### config.mk
export PLATFORM = sky130hd
export DESIGN_NAME = cpu_timing_gen
export DESIGN_NICKNAME = d
export VERILOG_FILES = /design/src/rtl/cpu_timing_pkg.sv /design/src/rtl/timing_downcnt.sv /design/src/rtl/cpu_timing_gen.sv
export SDC_FILE = /design/constraint.sdc
export NUM_CORES = 1
export LEC_CHECK = 0
export BUFFER_PORTS_ARGS = -buffer_cell sky130_fd_sc_hd__clkbuf_2
export CAP_MARGIN = 40
export CORE_AREA = 5 5 67 57
export DETAILED_ROUTE_END_ITERATION = 8
export DIE_AREA = 0 0 72 62
export GPL_TIMING_DRIVEN = 0
export PLACE_DENSITY = 0.75
export SKIP_CTS_REPAIR_TIMING = 1
export SLEW_MARGIN = 40
export SYNTH_ARGS = -nofsm -noshare
export SYNTH_HDL_FRONTEND = slang
export SYNTH_SLANG_ARGS = --single-unit
### constraint.sdc
create_clock -name clk -period 2.2 [get_ports clk]
set_input_delay 0.44 -clock clk [delete_from_list [all_inputs] [get_ports clk]]
set_output_delay 0.44 -clock clk [all_outputs]
set_load 0.01 [all_outputs]
### src/rtl/cpu_timing_pkg.sv
// Shared definitions for the KS10 CPU clock-enable generator.
//   state_e      : sequencer states (IDLE, SHIFT, DONE, STRETCH, HALT)
//   MODE_LEGACY  : shiftMODE value selecting FE-sign terminated shifting
//   MODE_COUNT   : shiftMODE value selecting counted shifting
package cpu_timing_pkg;

    typedef enum logic [2:0] {
        ST_IDLE    = 3'd0,
        ST_SHIFT   = 3'd1,
        ST_DONE    = 3'd2,
        ST_STRETCH = 3'd3,
        ST_HALT    = 3'd4
    } state_e;

    localparam logic MODE_LEGACY = 1'b0;
    localparam logic MODE_COUNT  = 1'b1;

endpackage

### src/rtl/timing_downcnt.sv
// Loadable down-counter with hold.
//   clk        : system clock
//   rst        : synchronous active-low reset, clears the count
//   load_i     : load load_val_i (takes priority over dec_i)
//   load_val_i : value to load
//   dec_i      : decrement by one
//   is_one_o   : current count equals 1
// With neither load_i nor dec_i asserted the count holds.
module timing_downcnt #(
    parameter int W = 4
) (
    input  logic         clk,
    input  logic         rst,
    input  logic         load_i,
    input  logic [W-1:0] load_val_i,
    input  logic         dec_i,
    output logic         is_one_o
);

    logic [W-1:0] cnt_q, cnt_d;

    always_comb begin
        cnt_d = cnt_q;
        if (load_i)
            cnt_d = load_val_i;
        else if (dec_i)
            cnt_d = cnt_q - W'(1);
    end

    always_ff @(posedge clk) begin
        if (!rst)
            cnt_q <= '0;
        else
            cnt_q <= cnt_d;
    end

    assign is_one_o = (cnt_q == W'(1));

endmodule

### src/rtl/cpu_timing_gen.sv
// KS10 CPU clock-enable generator.
// Produces the microsequencer (clkenCR) and data-path (clkenDP) enables,
// handling maskable wait sources, legacy FE-sign and counted multishift,
// per-microinstruction stretch cycles and single-step halt.
//   clk, rst        : clock, synchronous active-low reset
//   cromMULTISHIFT  : microword multishift field
//   feSIGN          : FE sign, terminates legacy-mode shifts
//   shiftCOUNT      : shift count, sampled at shift start in count mode
//   shiftMODE       : 0 legacy, 1 counted (sampled only in IDLE)
//   waitREQ/waitMASK: wait requests and per-source enables
//   stretch         : dead cycles after each CR-enabled cycle
//   stepEN/stepREQ  : single-step enable and release pulse
//   clkenCR/clkenDP : clock enables
//   busy/halted     : state != IDLE / state == HALT
//   waitACT         : waitREQ & waitMASK
module cpu_timing_gen
    import cpu_timing_pkg::*;
#(
    parameter int NWAIT = 4,
    parameter int CNTW  = 10,
    parameter int STRW  = 3
) (
    input  logic             clk,
    input  logic             rst,
    input  logic             cromMULTISHIFT,
    input  logic             feSIGN,
    input  logic [CNTW-1:0]  shiftCOUNT,
    input  logic             shiftMODE,
    input  logic [NWAIT-1:0] waitREQ,
    input  logic [NWAIT-1:0] waitMASK,
    input  logic [STRW-1:0]  stretch,
    input  logic             stepEN,
    input  logic             stepREQ,
    output logic             clkenCR,
    output logic             clkenDP,
    output logic             busy,
    output logic             halted,
    output logic [NWAIT-1:0] waitACT
);

    state_e state_q, state_d;
    logic   done_q, done_d;
    logic   anyWAIT;
    logic   cr_c, dp_c, post_cr;
    logic   sh_load, sh_dec, sh_one;
    logic   st_load, st_dec, st_one;

    assign waitACT = waitREQ & waitMASK;
    assign anyWAIT = |waitACT;

    // Legacy done register keeps running through waits, as before.
    assign done_d = feSIGN & cromMULTISHIFT;

    // The start cycle delivers the first DP enable, so the counter holds
    // the remaining N-1 shifts.
    timing_downcnt #(.W(CNTW)) u_shift_cnt (
        .clk        (clk),
        .rst        (rst),
        .load_i     (sh_load),
        .load_val_i (shiftCOUNT - CNTW'(1)),
        .dec_i      (sh_dec),
        .is_one_o   (sh_one)
    );

    timing_downcnt #(.W(STRW)) u_stretch_cnt (
        .clk        (clk),
        .rst        (rst),
        .load_i     (st_load),
        .load_val_i (stretch),
        .dec_i      (st_dec),
        .is_one_o   (st_one)
    );

    always_comb begin
        state_d = state_q;
        cr_c    = 1'b0;
        dp_c    = 1'b0;
        post_cr = 1'b0;
        sh_load = 1'b0;
        sh_dec  = 1'b0;
        st_load = 1'b0;
        st_dec  = 1'b0;

        case (state_q)
            ST_IDLE: begin
                if (shiftMODE == MODE_LEGACY) begin
                    // Bit-exact with the previous generation.
                    cr_c    = ~((cromMULTISHIFT & feSIGN) | anyWAIT);
                    dp_c    = ~((cromMULTISHIFT & ~feSIGN) | (done_q & cr_c) | anyWAIT);
                    post_cr = cr_c;
                end else if (!anyWAIT) begin
                    if (!cromMULTISHIFT) begin
                        cr_c    = 1'b1;
                        dp_c    = 1'b1;
                        post_cr = 1'b1;
                    end else if (shiftCOUNT == '0) begin
                        cr_c    = 1'b1;
                        post_cr = 1'b1;
                    end else begin
                        dp_c    = 1'b1;
                        sh_load = 1'b1;
                        state_d = (shiftCOUNT > CNTW'(1)) ? ST_SHIFT : ST_DONE;
                    end
                end
            end
            ST_SHIFT: begin
                if (!anyWAIT) begin
                    dp_c   = 1'b1;
                    sh_dec = 1'b1;
                    if (sh_one)
                        state_d = ST_DONE;
                end
            end
            ST_DONE: begin
                if (!anyWAIT) begin
                    cr_c    = 1'b1;
                    post_cr = 1'b1;
                end
            end
            ST_STRETCH: begin
                if (!anyWAIT) begin
                    st_dec = 1'b1;
                    if (st_one)
                        state_d = stepEN ? ST_HALT : ST_IDLE;
                end
            end
            ST_HALT: begin
                // Only stepREQ releases; wait is irrelevant with enables low.
                if (stepREQ)
                    state_d = ST_IDLE;
            end
            default: state_d = ST_IDLE;
        endcase

        // Common sequencing after any CR-enabled cycle.
        if (post_cr) begin
            if (stretch != '0) begin
                state_d = ST_STRETCH;
                st_load = 1'b1;
            end else if (stepEN) begin
                state_d = ST_HALT;
            end else begin
                state_d = ST_IDLE;
            end
        end
    end

    always_ff @(posedge clk) begin
        if (!rst) begin
            state_q <= ST_IDLE;
            done_q  <= 1'b0;
        end else begin
            state_q <= state_d;
            done_q  <= done_d;
        end
    end

    assign clkenCR = rst & cr_c;
    assign clkenDP = rst & dp_c;
    assign busy    = rst & (state_q != ST_IDLE);
    assign halted  = rst & (state_q == ST_HALT);

endmodule

== Word level (Yosys, flattened, before mapping) ==
Index checks and enable logic that the tools add are counted.

* Register bits: 17
* Input bits: 28
* Output and inout port bits: 8
* Logic and storage cells: 83

* $add $sub $neg: 3
* Order comparisons: 1
* Equality and inequality tests: 16
* Multiplexer cells: 37
* Bitwise operators: 14
* Reductions and logical operators: 8

{| class="wikitable"
|+ Operator list
! cell !! count
|-
| 3-bit 2-to-1 mux || 14
|-
| 3-bit != test, second input constant || 9
|-
| 10-bit 2-to-1 mux || 2
|-
| 10-bit by 1-bit subtractor with 10-bit output, second input constant || 2
|-
| 1-bit 2-to-1 mux || 17
|-
| 3-bit one-hot mux with 5 select lines || 1
|-
| 10-bit by 1-bit == test with 1-bit output, second input constant || 1
|-
| 10-bit by 1-bit greater-than comparator with 1-bit output, second input constant || 1
|-
| 10-bit zero test || 1
|-
| 10-bit AND reduction || 1
|-
| 1-bit AND || 7
|-
| 3-bit by 1-bit == test with 1-bit output, second input constant || 2
|-
| 3-bit by 2-bit == test with 1-bit output, second input constant || 2
|-
| 3-bit nonzero test || 2
|-
| 4-bit AND || 1
|-
| 1-bit one-hot mux with 2 select lines || 2
|-
| 2-bit nonzero test || 2
|-
| 4-bit OR reduction || 1
|-
| 3-bit == test, second input constant || 1
|-
| 3-bit zero test || 1
|-
| 1-bit inverter || 3
|-
| 1-bit OR || 3
|-
| 3-bit by 1-bit subtractor with 3-bit output, second input constant || 1
|-
| 2-bit 2-to-1 mux || 1
|-
| 2-bit != test, second input constant || 1
|}

== Logic depth before layout (Yosys ltp) ==
* Word-level depth: 11
* Mapped depth: 8
* Mapped depth without buffers: 7

== Hierarchy ==
From an unflattened synthesis, not the netlist that was laid out.

* Cells, all modules: 177
* Area, all modules: 1410.1 um2

{| class="wikitable"
|+ By module, submodules not included
! module !! times used !! cells an instance !! area each (um2) !! seq. area each (um2)
|-
| cpu_timing_gen || 1 || 88 || 634.4 || 80.1
|-
| timing_downcnt (u_shift_cnt) || 1 || 69 || 586.8 || 200.2
|-
| timing_downcnt (u_stretch_cnt) || 1 || 20 || 188.9 || 60.1
|}

== Worst setup path after synthesis ==
Ideal clock, no wire load.

* Path type: input to output
* Start: input port shiftCOUNT[1]
* End: output port clkenCR
* Arrival: 1.804 ns
* Data required time: 1.760 ns
* Path slack: -0.044 ns
* Stages: 6
* Buffers on the path: 0
* Cell sequence: inv_1 ha_1 nor3b_2 nand4_4 a211oi_2 and2_1

* Longest elaborated chain between the ends: 7

{| class="wikitable"
|+ Ends and longest elaborated chain
! what !! RTL line !! text
|-
| from (decl) || cpu_timing_gen.sv:27 || <nowiki>input logic [CNTW-1:0] shiftCOUNT,</nowiki>
|-
| 10-bit zero test || cpu_timing_gen.sv:96 || <nowiki>end else if (shiftCOUNT == '0) begin</nowiki>
|-
| 1-bit 2-to-1 mux || cpu_timing_gen.sv:96 ||
|-
| 1-bit 2-to-1 mux || cpu_timing_gen.sv:92 || <nowiki>if (!cromMULTISHIFT) begin</nowiki>
|-
| 1-bit 2-to-1 mux || cpu_timing_gen.sv:91 || <nowiki>end else if (!anyWAIT) begin</nowiki>
|-
| 1-bit 2-to-1 mux || cpu_timing_gen.sv:86 || <nowiki>if (shiftMODE == MODE_LEGACY) begin</nowiki>
|-
| 1-bit one-hot mux with 2 select lines || cpu_timing_gen.sv:84 || <nowiki>case (state_q)</nowiki>
|-
| 1-bit AND || cpu_timing_gen.sv:158 || <nowiki>assign clkenCR = rst & cr_c;</nowiki>
|-
| to (decl) || cpu_timing_gen.sv:34 || <nowiki>output logic clkenCR,</nowiki>
|}

Every way passes these cells.

== Worst setup path in the final report ==
* Start: input port shiftCOUNT[1]
* End: register u_shift_cnt.cnt_q[8]

* Longest elaborated chain between the ends: 7
* Elaborated cells between the ends (all ways): 9
* Those cells by class: 1 x add/sub; 6 x mux; 2 x reduce/logical

{| class="wikitable"
|+ Ends and longest elaborated chain
! what !! RTL line !! text
|-
| 10-bit zero test || cpu_timing_gen.sv:96 ||
|-
| 1-bit 2-to-1 mux || cpu_timing_gen.sv:96 ||
|-
| 1-bit 2-to-1 mux || cpu_timing_gen.sv:92 ||
|-
| 1-bit 2-to-1 mux || cpu_timing_gen.sv:91 ||
|-
| 1-bit 2-to-1 mux || cpu_timing_gen.sv:86 ||
|-
| 1-bit 2-to-1 mux || cpu_timing_gen.sv:84 ||
|-
| 10-bit 2-to-1 mux or 2-bit nonzero test (tied branches) || n/a ||
|-
| to (signal assigned) || timing_downcnt.sv:34 || <nowiki>cnt_q <= cnt_d;</nowiki>
|-
| to (decl) || timing_downcnt.sv:20 || <nowiki>logic [W-1:0] cnt_q, cnt_d;</nowiki>
|}

Several ways; a longest one is shown, not always the timed one.
A chain may end at the register's enable or synchronous reset.

==> key figures <==
Timing
  • Worst clock skew: 0.0114 ns
  • Worst slew pin tran: 0.543 ns
  • Relative slew slack: 63.8%
  • Final worst path period share: 102%
  • Worst Hold Margin: 0.424 ns
  • Max frequency: 0.448 GHz
  • Final Hold Fails: 0
  • Fin. max-slew vios: 0
  • Crit path time final: 2.23 ns
  • Final worst setup slack: -0.0339 ns
  • Finish-stage setup viols: 3
  • RSZ-0062 raised after global routing: yes

Global route
  • Vias in the first global route: 1,285
  • Largest net degree at the start of global routing: 11
  • Gr usage total: 16.2%
  • GRT Residual Overflow: 0
  • Initial antenna violation count: 0
  • First-pass GRT wire length: 5730 µm

Worst setup path
  • Critical setup path kind: primary input to flop
  • Critical path arrival: 2.39 ns
  • Crit Path Max Fanout: 5
  • Critical Path RT: between 2 and 2.5 ns
  • CP Launch Type: primary input
  • Crit end category: flop

Outcome
  • Status: complete, but fails checks
  • Failing checks: setup timing

Clock network
  • Reg clk slew, reported paths: 0.08 ns
  • CTS tree: yes
  • CTS HTree Levels: 1
  • CTS Sinks: 17
  • CTS buffer count: 3
  • Bufs on Longest Clock Path: 2
  • Worst-Skew Late Latency: 0.26 ns
  • Clk root buf: clkbuf_8

Layout
  • Share of layout cells above drive strength 1: 31.1%
  • Nets: 257
  • Fin cells: 262
  • N_diodes: 0
  • Most frequent cells in the layout: 30 x clkbuf_2, 19 x nor2_1, 17 x dfxtp_1, 10 x inv_1, 10 x buf_4
  • Leading cell type in the layout, fill and taps excluded: clkbuf_2
  • Area growth from synthesis to layout: 30.4%

Floorplanning
  • # rows: 18
  • Ports: 36
  • Initial Util: ~47%
  • Die width: 72 µm
  • Die ar.: roughly 4500 µm²
  • Core box area: 3020 µm²
  • Die H: 62 µm

Pwr
  • Leakage: 0.796 nW
  • Worst VDD drop: ~0.0005 V
  • Pwr/cell area: 699 nW/µm²

Routing
  • Wire per inst: 14.7 µm
  • DR vias: 1,492
  • Drt pass-1 iters: 4
  • Vias per cell: 5.69
  • DRC Markers: 0
  • Final WL: 3860 µm
  • Starting DRT DRC Count: 101
  • Post-route ant nets: 0

Flow run
  • Max cap viols: 0

Yosys
  • Cells after Synth: between 150 and 200
  • Post-Syn Area: between 1000 and 1500 µm²
  • Seq/Total Area, Yosys: roughly 24%
  • Async set-reset flop share out of synthesis: 0%
  • Post-synth EDFFs: 0
  • Most used DFF post-synth: dfxtp_1
  • Synth cell types: 53
  • Mean post-synth cell area: around 8.1 µm²
  • Synth Register Bits: 17
  • Yosys warns: 0
  • Syn_nets: 207

Place
  • Placed instance count: 247
  • Gpl congestion: 0.835
  • Hpwl dp: 2780 µm
  • Port bufs: 34

Hold path
  • Hold Crit Class: primary input to flop
-- worst max-delay path, cell delays in order --
cell     delay (ns)
buf_8          0.08
inv_6          0.03
ha_4           0.15
nor3b_4        0.14
buf_6          0.13
buf_4          0.13
and3_2         0.22
or4_1          0.52
buf_6          0.15
o311a_1        0.12
o31a_1         0.27
-- final timing paths --
kind                          startpoint                endpoint  slack [ns]  cells past startpoint
setup reg to reg              state_q[0]    u_shift_cnt.cnt_q[8]        0.07                      5
hold / removal                stretch[2]  u_stretch_cnt.cnt_q[2]        0.42                      3
hold reg to reg   u_stretch_cnt.cnt_q[1]  u_stretch_cnt.cnt_q[1]        0.51                      2
setup / recovery           shiftCOUNT[1]    u_shift_cnt.cnt_q[8]       -0.03                     11
-- layout make-up --
| cell class | count | area, µm² |
|---|---|---|
| tap | 40 | 50.0 |
| timing repair buffer | 45 | 277 |
| multi-input combinational | 138 | 1040 |
| clock buffer | 4 | 45.0 |
| fill | 278 | 1180 |
| inverter | 12 | 52.6 |
| sequential | 17 | 340 |
| buffer | 6 | 32.5 |
-- report_power, final --
| part | switching (mW) | internal, mW | leakage (nW) |
|---|---|---|---|
| registers | 0.0514 | 0.368 | 0.139 |
| clock network | 0.116 | 0.129 | 0.0228 |
| logic | 0.348 | 0.270 | 0.634 |
| total | 0.515 | 0.767 | 0.796 |
-- cells by family after synthesis --
family	synth area share (%)
compound gates	26.2
xor+xnor	8.10
fa+ha+maj	5.34
buf+inv	5.07
flops	24.2
mux	1.42
simple gates	29.7
-- routing by layer --
layer	up-vias	part of all wire (%)	global-route usage, %
met2	52	47	27.1
met1	693	46	20.8
li1	743	-	-
met3	4	5.7	4.18
met5	-	0	0
met4	0	1.2	4.83
-- registers in the layout, summed over array words and instances, names as in the netlist --
signal               count
u_stretch_cnt.cnt_q      3
done_q                   1
u_shift_cnt.cnt_q       10
state_q                  3
-- synth_stat cells (all sizes together) (2+ instances only) --
cell type,count,area [µm²]
nor2,19,71.3
nand3b,2,15.0
mux2i,2,20.0
nor3,7,35.0
inv,12,45.0
clkbuf,3,11.3
a31oi,3,18.8
nand2,9,36.3
xor2,5,43.8
nor4,6,52.6
nor2b,2,12.5
a2111oi,2,36.3
nand4,4,40.0
a21oi,9,45.0
a21boi,3,22.5
a21o,2,15.0
and2,5,31.3
a22oi,2,25.0
or3,2,12.5
dfxtp,17,340
nor3b,4,35.0
and3,3,20.0
o21ai,2,10.0
buf,3,15.0
a211oi,7,57.6
o21a,2,15.0
ha,6,75.1
o31ai,2,15.0
or4,3,22.5
a311oi,2,17.5
xnor2,8,70.1
nand3,2,10.0
-- metrics by stage --
| step | util, % | TNS (ns) | power, mW | setup WS (ns) | cell area (µm²) |
|---|---|---|---|---|---|
| after floorplan | - | 0 | 0.845 | 0.0148 | 1420 |
| after global placement | 54.4 | -1.22 | 0.984 | -0.374 | 1640 |
| after detailed placement | 54.4 | -1.31 | 0.992 | -0.376 | 1640 |
| after CTS | 55.9 | -0.376 | 1.24 | -0.376 | 1690 |
| after global routing | 60.8 | -0.404 | 1.36 | -0.144 | 1830 |
| final | 60.8 | -0.0749 | 1.28 | -0.0339 | 1830 |
No activity file was read; power rests on OpenSTA's default activity.
